===== src/rtl/shift_decode_pkg.sv =====
// Shared types and helpers for the shift/decode coverage monitor.
// sd_shift is written over a fixed wide word so both hardware and models can call it.
package shift_decode_pkg;

   localparam int unsigned SD_MAX_W = 32;

   typedef logic [SD_MAX_W-1:0] sd_word_t;

   // All-ones value of a w-bit field, i.e. the saturation ceiling of a w-bit counter.
   function automatic sd_word_t sd_cnt_max(input int unsigned w);
      return (w >= SD_MAX_W) ? '1 : ((sd_word_t'(1) << w) - sd_word_t'(1));
   endfunction

   // Right shift of a width-bit value held in the low bits of a word; arith selects MSB fill.
   function automatic sd_word_t sd_shift(input sd_word_t value, input int unsigned width,
                                         input int unsigned shift, input bit arith);
      sd_word_t mask;
      sd_word_t v;
      mask = sd_cnt_max(width);
      v    = value & mask;
      if (arith && (((v >> (width - 1)) & sd_word_t'(1)) != '0)) begin
         v = v | ~mask;
      end
      v = sd_word_t'($signed(v) >>> shift);
      return v & mask;
   endfunction

endpackage


===== src/rtl/shift_decode_counter_sat_counter.sv =====
// Saturating up-counter with synchronous clear; clear wins first, then the increment applies.
module sat_counter #(
   parameter int W = 8
) (
   input  logic         clk,
   input  logic         rst,
   input  logic         clr,
   input  logic         inc,
   output logic [W-1:0] q
);
   import shift_decode_pkg::*;

   localparam logic [W-1:0] CNT_MAX = W'(sd_cnt_max(W));

   logic [W-1:0] cnt_q;
   logic [W-1:0] cnt_d;

   always_comb begin
      cnt_d = cnt_q;
      if (clr) begin
         cnt_d = '0;
      end
      if (inc && (cnt_d != CNT_MAX)) begin
         cnt_d = cnt_d + W'(1);
      end
   end

   always_ff @(posedge clk) begin
      if (rst) begin
         cnt_q <= '0;
      end else begin
         cnt_q <= cnt_d;
      end
   end

   assign q = cnt_q;

endmodule


===== src/rtl/shift_decode_counter.sv =====
// Shift-then-decode monitor: one registered stage with valid/ready handshake,
// saturating per-code hit counters, a miss counter and a sticky error flag.
module shift_decode_counter #(
   parameter int WIDTH     = 3,
   parameter int SHIFT     = 1,
   parameter int ARITH     = 0,
   parameter int NUM_CODES = 3,
   parameter int CNT_W     = 8
) (
   input  logic                       clk,
   input  logic                       rst,
   input  logic                       in_valid,
   input  logic [WIDTH-1:0]           in_data,
   output logic                       in_ready,
   output logic                       out_valid,
   input  logic                       out_ready,
   output logic [WIDTH-1:0]           out_code,
   output logic [NUM_CODES-1:0]       out_onehot,
   output logic                       out_nomatch,
   input  logic                       clear,
   output logic [NUM_CODES*CNT_W-1:0] hit_cnt,
   output logic [CNT_W-1:0]           miss_cnt,
   output logic                       err_sticky
);
   import shift_decode_pkg::*;

   if ((SHIFT < 0) || (SHIFT >= WIDTH)) begin : g_bad_shift
      $error("shift_decode_counter: SHIFT must lie in 0..WIDTH-1");
   end
   if ((NUM_CODES < 1) || (NUM_CODES > (2 ** WIDTH))) begin : g_bad_codes
      $error("shift_decode_counter: NUM_CODES must lie in 1..2**WIDTH");
   end

   logic [WIDTH-1:0]     b;
   logic                 legal;
   logic                 accept;
   logic [NUM_CODES-1:0] onehot;
   logic [NUM_CODES-1:0] hit_inc;
   logic                 miss_inc;

   logic                 out_valid_q,   out_valid_d;
   logic [WIDTH-1:0]     out_code_q,    out_code_d;
   logic [NUM_CODES-1:0] out_onehot_q,  out_onehot_d;
   logic                 out_nomatch_q, out_nomatch_d;
   logic                 err_q,         err_d;

   assign in_ready = !out_valid_q || out_ready;
   assign accept   = in_valid && in_ready;

   // Decode: legal codes are compared at full word width so NUM_CODES == 2**WIDTH never overflows.
   always_comb begin
      b       = WIDTH'(sd_shift(SD_MAX_W'(in_data), WIDTH, SHIFT, ARITH != 0));
      legal   = SD_MAX_W'(b) < SD_MAX_W'(NUM_CODES);
      onehot  = '0;
      hit_inc = '0;
      for (int k = 0; k < NUM_CODES; k++) begin
         onehot[k]  = (SD_MAX_W'(b) == SD_MAX_W'(k));
         hit_inc[k] = accept && onehot[k];
      end
      miss_inc = accept && !legal;
   end

   always_comb begin
      out_valid_d   = out_valid_q;
      out_code_d    = out_code_q;
      out_onehot_d  = out_onehot_q;
      out_nomatch_d = out_nomatch_q;
      err_d         = err_q;
      if (accept) begin
         out_valid_d   = 1'b1;
         out_code_d    = b;
         out_onehot_d  = onehot;
         out_nomatch_d = !legal;
      end else if (out_ready) begin
         out_valid_d = 1'b0;
      end
      if (clear) begin
         err_d = 1'b0;
      end
      if (miss_inc) begin
         err_d = 1'b1;
      end
   end

   // Output stage register
   always_ff @(posedge clk) begin
      if (rst) begin
         out_valid_q   <= 1'b0;
         out_code_q    <= '0;
         out_onehot_q  <= '0;
         out_nomatch_q <= 1'b0;
         err_q         <= 1'b0;
      end else begin
         out_valid_q   <= out_valid_d;
         out_code_q    <= out_code_d;
         out_onehot_q  <= out_onehot_d;
         out_nomatch_q <= out_nomatch_d;
         err_q         <= err_d;
      end
   end

   assign out_valid   = out_valid_q;
   assign out_code    = out_code_q;
   assign out_onehot  = out_onehot_q;
   assign out_nomatch = out_nomatch_q;
   assign err_sticky  = err_q;

   for (genvar k = 0; k < NUM_CODES; k++) begin : g_hit
      sat_counter #(.W(CNT_W)) u_hit (
         .clk (clk),
         .rst (rst),
         .clr (clear),
         .inc (hit_inc[k]),
         .q   (hit_cnt[k*CNT_W +: CNT_W])
      );
   end

   sat_counter #(.W(CNT_W)) u_miss (
      .clk (clk),
      .rst (rst),
      .clr (clear),
      .inc (miss_inc),
      .q   (miss_cnt)
   );

endmodule


===== config.mk =====
export PLATFORM = sky130hd
export DESIGN_NAME = shift_decode_counter
export DESIGN_NICKNAME = d
export VERILOG_FILES = /design/src/rtl/shift_decode_pkg.sv /design/src/rtl/shift_decode_counter_sat_counter.sv /design/src/rtl/shift_decode_counter.sv
export SDC_FILE = /design/constraint.sdc
export NUM_CORES = 1
export LEC_CHECK = 0
export ABC_AREA = 1
export BUFFER_PORTS_ARGS = -buffer_cell sky130_fd_sc_hd__buf_2
export CAP_MARGIN = 30
export CORE_MARGIN = 2
export CORE_UTILIZATION = 45
export DETAILED_ROUTE_END_ITERATION = 8
export PLACE_DENSITY_LB_ADDON = 0.3
export SLEW_MARGIN = 10
export SYNTH_ARGS = -nofsm -noshare
export SYNTH_HDL_FRONTEND = slang
export SYNTH_HIERARCHICAL = 1
export SYNTH_SLANG_ARGS = --single-unit

===== constraint.sdc =====
create_clock -name clk -period 1.33 [get_ports clk]
set_clock_uncertainty 0.05 [all_clocks]
set_input_delay 0.133 -clock clk [delete_from_list [all_inputs] [get_ports clk]]
set_output_delay 0.133 -clock clk [all_outputs]
set_load 0.005 [all_outputs]

* Word-level counts from Yosys, hierarchy flattened
Index checks and enable logic that the tools add are counted.
Widths: inputs -> output; s select.
** Word-level totals
- Output and inout port bits :: 42
- Bits in registers :: 40
- Bits of input ports :: 8
** Operators by class
- Order comparisons :: 1
- Mux-type cells :: 12
- Reductions and logical operators :: 15
- Equal/unequal tests :: 6
- $add $sub $neg :: 4
** Operators by type and width (number)
- $mux 8 :: 8
- $add 8x1->8 const B :: 4
- $ne 8x8->1 const B :: 4
- $logic_and 1x1->1 :: 9
- $mux 1 :: 4
- $reduce_bool 2->1 :: 2
- $logic_not 3->1 :: 1
- $eq 2x1->1 const B :: 1
- $eq 2x2->1 const B :: 1
- $logic_not 1->1 :: 2
- $lt 2x2->1 const B :: 1
- $logic_or 1x1->1 :: 1

* Logic depth before layout (Yosys ltp)
- Depth after elaboration :: 6
- Gate-level depth with buffers :: 11
- Gate-level depth less buffers :: 11

* Modules after synthesis
The synthesis kept the hierarchy.
** By module, submodules not included
- sat_counter :: cells an instance 71, times used 4, area each 470.5 µm²
- shift_decode_counter :: cells an instance 47, times used 1, area each 332.8 µm²

* Worst setup path before layout
OpenSTA, ideal clock, no wires.
- Path type :: register to register
- From :: reg out_valid_q, in the netlist out_valid
- To :: reg u_miss.cnt_q[6], in the netlist u_miss/q[6]
- Period minus slack after synthesis :: 1.416 ns
- Buffers on the path :: 0
- Cell stages (with the launch flop) :: 11
- Library setup time :: 0.115 ns
- Setup slack :: -0.086 ns
- Arrival :: 1.251 ns
- Cells stage by stage :: dfxtp_1 nand2_2 nand3_1 inv_1 nand2_1 inv_1 nand3_2 nor2_2 nand3_1 nand2_1 nor2_1
** On the way
- Longest elaborated chain between the ends :: 6
** RTL lines
- start, declared :: line shift_decode_counter.sv:41 : logic out_valid_q, out_valid_d;
- start signal, assigned :: line shift_decode_counter.sv:94 : out_valid_q <= out_valid_d;
- $logic_not 1->1 :: line shift_decode_counter.sv:47 : assign in_ready = !out_valid_q || out_ready;
- $logic_or 1x1->1 :: line shift_decode_counter.sv:47
- net in_ready :: line shift_decode_counter.sv:14 : output logic in_ready,
- $logic_and 1x1->1 :: line shift_decode_counter.sv:48 : assign accept = in_valid && in_ready;
- $logic_and 1x1->1 :: line shift_decode_counter.sv:60 : miss_inc = accept && !legal;
- $logic_and 1x1->1 :: line shift_decode_counter_sat_counter.sv:23 : if (inc && (cnt_d != CNT_MAX)) begin
- $mux 8 :: line shift_decode_counter_sat_counter.sv:23
- end signal, assigned :: line shift_decode_counter_sat_counter.sv:32 : cnt_q <= cnt_d;
- end, declared :: line shift_decode_counter_sat_counter.sv:15 : logic [W-1:0] cnt_q;
The timed path passes the listed nets, and every way through them passes these cells.
A chain may end at the register's enable or synchronous reset.

* Worst setup path in the final report
- From :: reg out_valid_q, in the netlist out_valid
- To :: reg g_hit[2].u_hit.cnt_q[6]
** On the way
- Longest elaborated chain between the ends :: 6
** RTL lines
- $logic_not 1->1 :: line shift_decode_counter.sv:47
- $logic_or 1x1->1 :: line shift_decode_counter.sv:47
- $logic_and 1x1->1 :: line shift_decode_counter.sv:48
- $logic_and 1x1->1 :: line shift_decode_counter.sv:58 : hit_inc[k] = accept && onehot[k];
- net hit_inc[2] :: line shift_decode_counter.sv:38 : logic [NUM_CODES-1:0] hit_inc;
- $logic_and 1x1->1 :: line shift_decode_counter_sat_counter.sv:23
- $mux 8 :: line shift_decode_counter_sat_counter.sv:23
- end signal, assigned :: line shift_decode_counter_sat_counter.sv:32
- end, declared :: line shift_decode_counter_sat_counter.sv:15
The timed path passes the listed nets, and every way through them passes these cells.

==> impl_metrics.py <==
metrics = {
    "timing": {
        "hold-worst-slack_ns": 0.1020,
        "max_slew_margin": 0.6576,
        "setup_viol": 2,
        "fin_crit_sh": 1.017,
        "slew_violations": 0,
        "fin_crit_ns": 1.353,
        "fmax_mhz": 739.2,
        "rsz0062_at_grt": "true",
        "worst_slack_ns": -0.02273,
        "fin_setup_tns_ns": -0.02573,
        "hold_violations": 0,
        "worstMarginPinSlew_ns": 0.5136,
    },
    "die": {
        "fp.dieArea_um2": 5498,
        "initial_core_util": 0.4689,
        "rows": 25,
        "die_w_um": 74.15,
        "fp.coreArea_um2": 4723,
        "io-pin-count": 50,
        "die_y_um": 74.15,
    },
    "worst_setup_path": {
        "r2r-end": "g_hit[2].u_hit/q[6]",
        "start_kind": "flip-flop",
        "endpoint": "g_hit[2].u_hit/q[6]",
        "cp_data_required_time_ns": 1.46,
        "rrSetupSlack_ns": -0.02,
        "critPathKind": "reg -> reg",
        "crit_fanout": 7,
        "worst_ep_arrival_time_ns": 1.49,
        "r2r_start": "out_valid",
        "crit_chain": "nand2_4 -> nand3_4 -> inv_2 -> nand2_2 -> inv_2 -> nand3_4 -> nor2_4 -> nand3_2 -> nand2_1 -> nor2_1",
        "endpoint_kind": "flip-flop",
        "cpMaxStageDelayCell": "dfxtp_2",
        "max_stage_delay_ns": 0.33,
        "crit_start": "out_valid",
        "r2r_cells": 10,
    },
    "route": {
        "remaining_drc_errors": 0,
        "dr.pass1.iters": 4,
        "routed_wl_um": 5212,
        "vias": 2256,
        "drt_iter0_markers": 68,
        "wire_per_inst_um": 11.18,
        "viasPerCell": 4.841,
        "antenna_left": 0,
    },
    "clocking": {
        "cts_buffers": 5,
        "cts.sink_count": 40,
        "htree_levels": 2,
        "cts_tree": "done",
        "clock_latency_ns": 0.29,
        "max-clock-path-buffers": 2,
        "cts_root_buffer": "clkbuf_8",
        "clk_pin_slew_ns": 0.08,
    },
    "place": {
        "placed_area_um2": 2628,
        "io_buffers": 47,
        "globalplace.congestion": 0.8401,
        "hpwl_um": 3709,
    },
    "power": {
        "p_leak_nw": 1.399,
        "total_power_mw": 2.268,
        "p_per_area_nw_per_um2": 795.9,
        "max-vdd-ir-drop_v": 0.0005166,
    },
    "synth": {
        "synth_top_cell_by_area": "dfxtp_1",
        "yosysWarningCount": 6,
        "syn_nets": 339,
        "avgSynthCellArea_um2": 6.691,
        "synth_top_area_frac": 0.3616,
        "ys_top_cells_by_area": "dfxtp_1 (36%), nand2_1 (12%), inv_1 (9.7%)",
        "synth_cell_types": 16,
        "synth_seq_cells": 40,
        "synth_area_um2": 2215,
        "synth_seq_area_share": 0.3616,
        "syn_inst": 331,
    },
    "global_route": {
        "grt_pass1_vias": 1997,
        "grt_pass1_wl_um": 8480,
        "overflow": 0,
        "grt_use_total": 0.1974,
        "antenna_found_initial": 0,
        "grt_max_degree": 20,
    },
    "outcome": {
        "violations": "setup timing",
        "outcome": "complete, but fails checks",
    },
    "job": {
        "max_cap_violations": 0,
    },
    "cells_and_area": {
        "post-route-cell-area_um2": 2850,
        "drive_above_1_share": 0.3308,
        "final_cell_mix": "nand2_1 (65), inv_1 (49), nor2_1 (47), buf_2 (47), dfxtp_1 (39)",
        "fillers": 462,
        "final_common_cell": "nand2_1",
        "final_nets": 406,
        "areaGrowthSynthToFinish_pct": 28.70,
        "n_antenna_cell": 0,
    },
    "hold_path": {
        "min_path_type": "in -> reg",
    },
}
registers in the layout, summed over array words and instances (netlist names):
register,cells
u_miss/q,8
out_onehot,3
out_nomatch,1
err_sticky,1
g_hit.u_hit/q,24
out_valid,1
out_code,2
cells by family (layout without fill, tap and decap cells):
logic type	after synthesis	after routing	synth area share
flops	40	40	0.3616
compound gates	44	44	0.09943
buf+inv	63	131	0.1130
simple gates	183	183	0.4243
other cells	1	1	0.001693
area by class of cell:
type | count | area, um2 | share of cell area
repair buffers | 62 | 347.8 | 0.1220
clock buffers | 8 | 90.09 | 0.03161
flip-flops and latches | 40 | 802.0 | 0.2814
multi-input cells | 228 | 1287 | 0.4517
inverters | 61 | 239.0 | 0.08385
well taps | 67 | 83.83 | 0.02941
critical path, delay by kind of cell, from the launching register on:
family                 cells  cell delay (ns)
buffers and inverters      2             0.14
AND/OR/NAND/NOR            8             0.72
flip-flops                 1             0.33
what timing repair did:
item,4_1_cts,5_1_grt
pin swaps,7,10
hold endpoints to repair,0,0
gates resized for setup,17,11
buffers inserted,2,1
hold buffers,0,0
setup endpoints to repair,19,21
routing by layer:
| metal | global-route usage | routed length, um |
|---|---|---|
| met2 | 0.3204 | 2499 |
| met3 | 0.07182 | 308 |
| met4 | 0.07071 | 56 |
| met5 | 0 | 0 |
| met1 | 0.2411 | 2348 |
cell usage after synthesis:
cell,number
nand3_1,30
a21oi_1,40
o21ai_0,4
nor2_1,47
nor2_4,8
nand3_2,16
inv_4,4
conb_1,1
inv_1,57
buf_4,1
buf_1,1
nand2_2,2
dfxtp_1,40
nand2_1,68
nand2_4,4
nor2_2,8
through the flow:
step / instances / util / setup slack, ns
floorplan: 331 / - / 0.0002832
global placement: 455 / 0.5563 / -0.05252
detailed placement: 455 / 0.5563 / -0.09437
CTS: 465 / 0.5931 / -0.003739
global route: 466 / 0.6034 / -0.1387
finish: 466 / 0.6034 / -0.02273
worst min path at each step:
stage / startpoint / end / slack, ns / cells after the start
2_1_floorplan: rst / g_hit[0].u_hit/q[7] / 0.15 / 1
3_3_place_gp: out_code[1] / out_code[1] / 0.40 / 2
3_5_place_dp: out_nomatch / out_nomatch / 0.41 / 2
4_1_cts: in_data[2] / out_code[1] / 0.09 / 3
5_1_grt: in_data[2] / out_code[1] / 0.11 / 3
6_report: in_data[2] / out_code[1] / 0.10 / 3
power breakdown:
group	total, mW	switching (mW)	internal [mW]
sequential	1.23	0.0152	1.21
combinational	0.197	0.125	0.0720
clock	0.842	0.418	0.424
(Power assumes the default switching activity.)
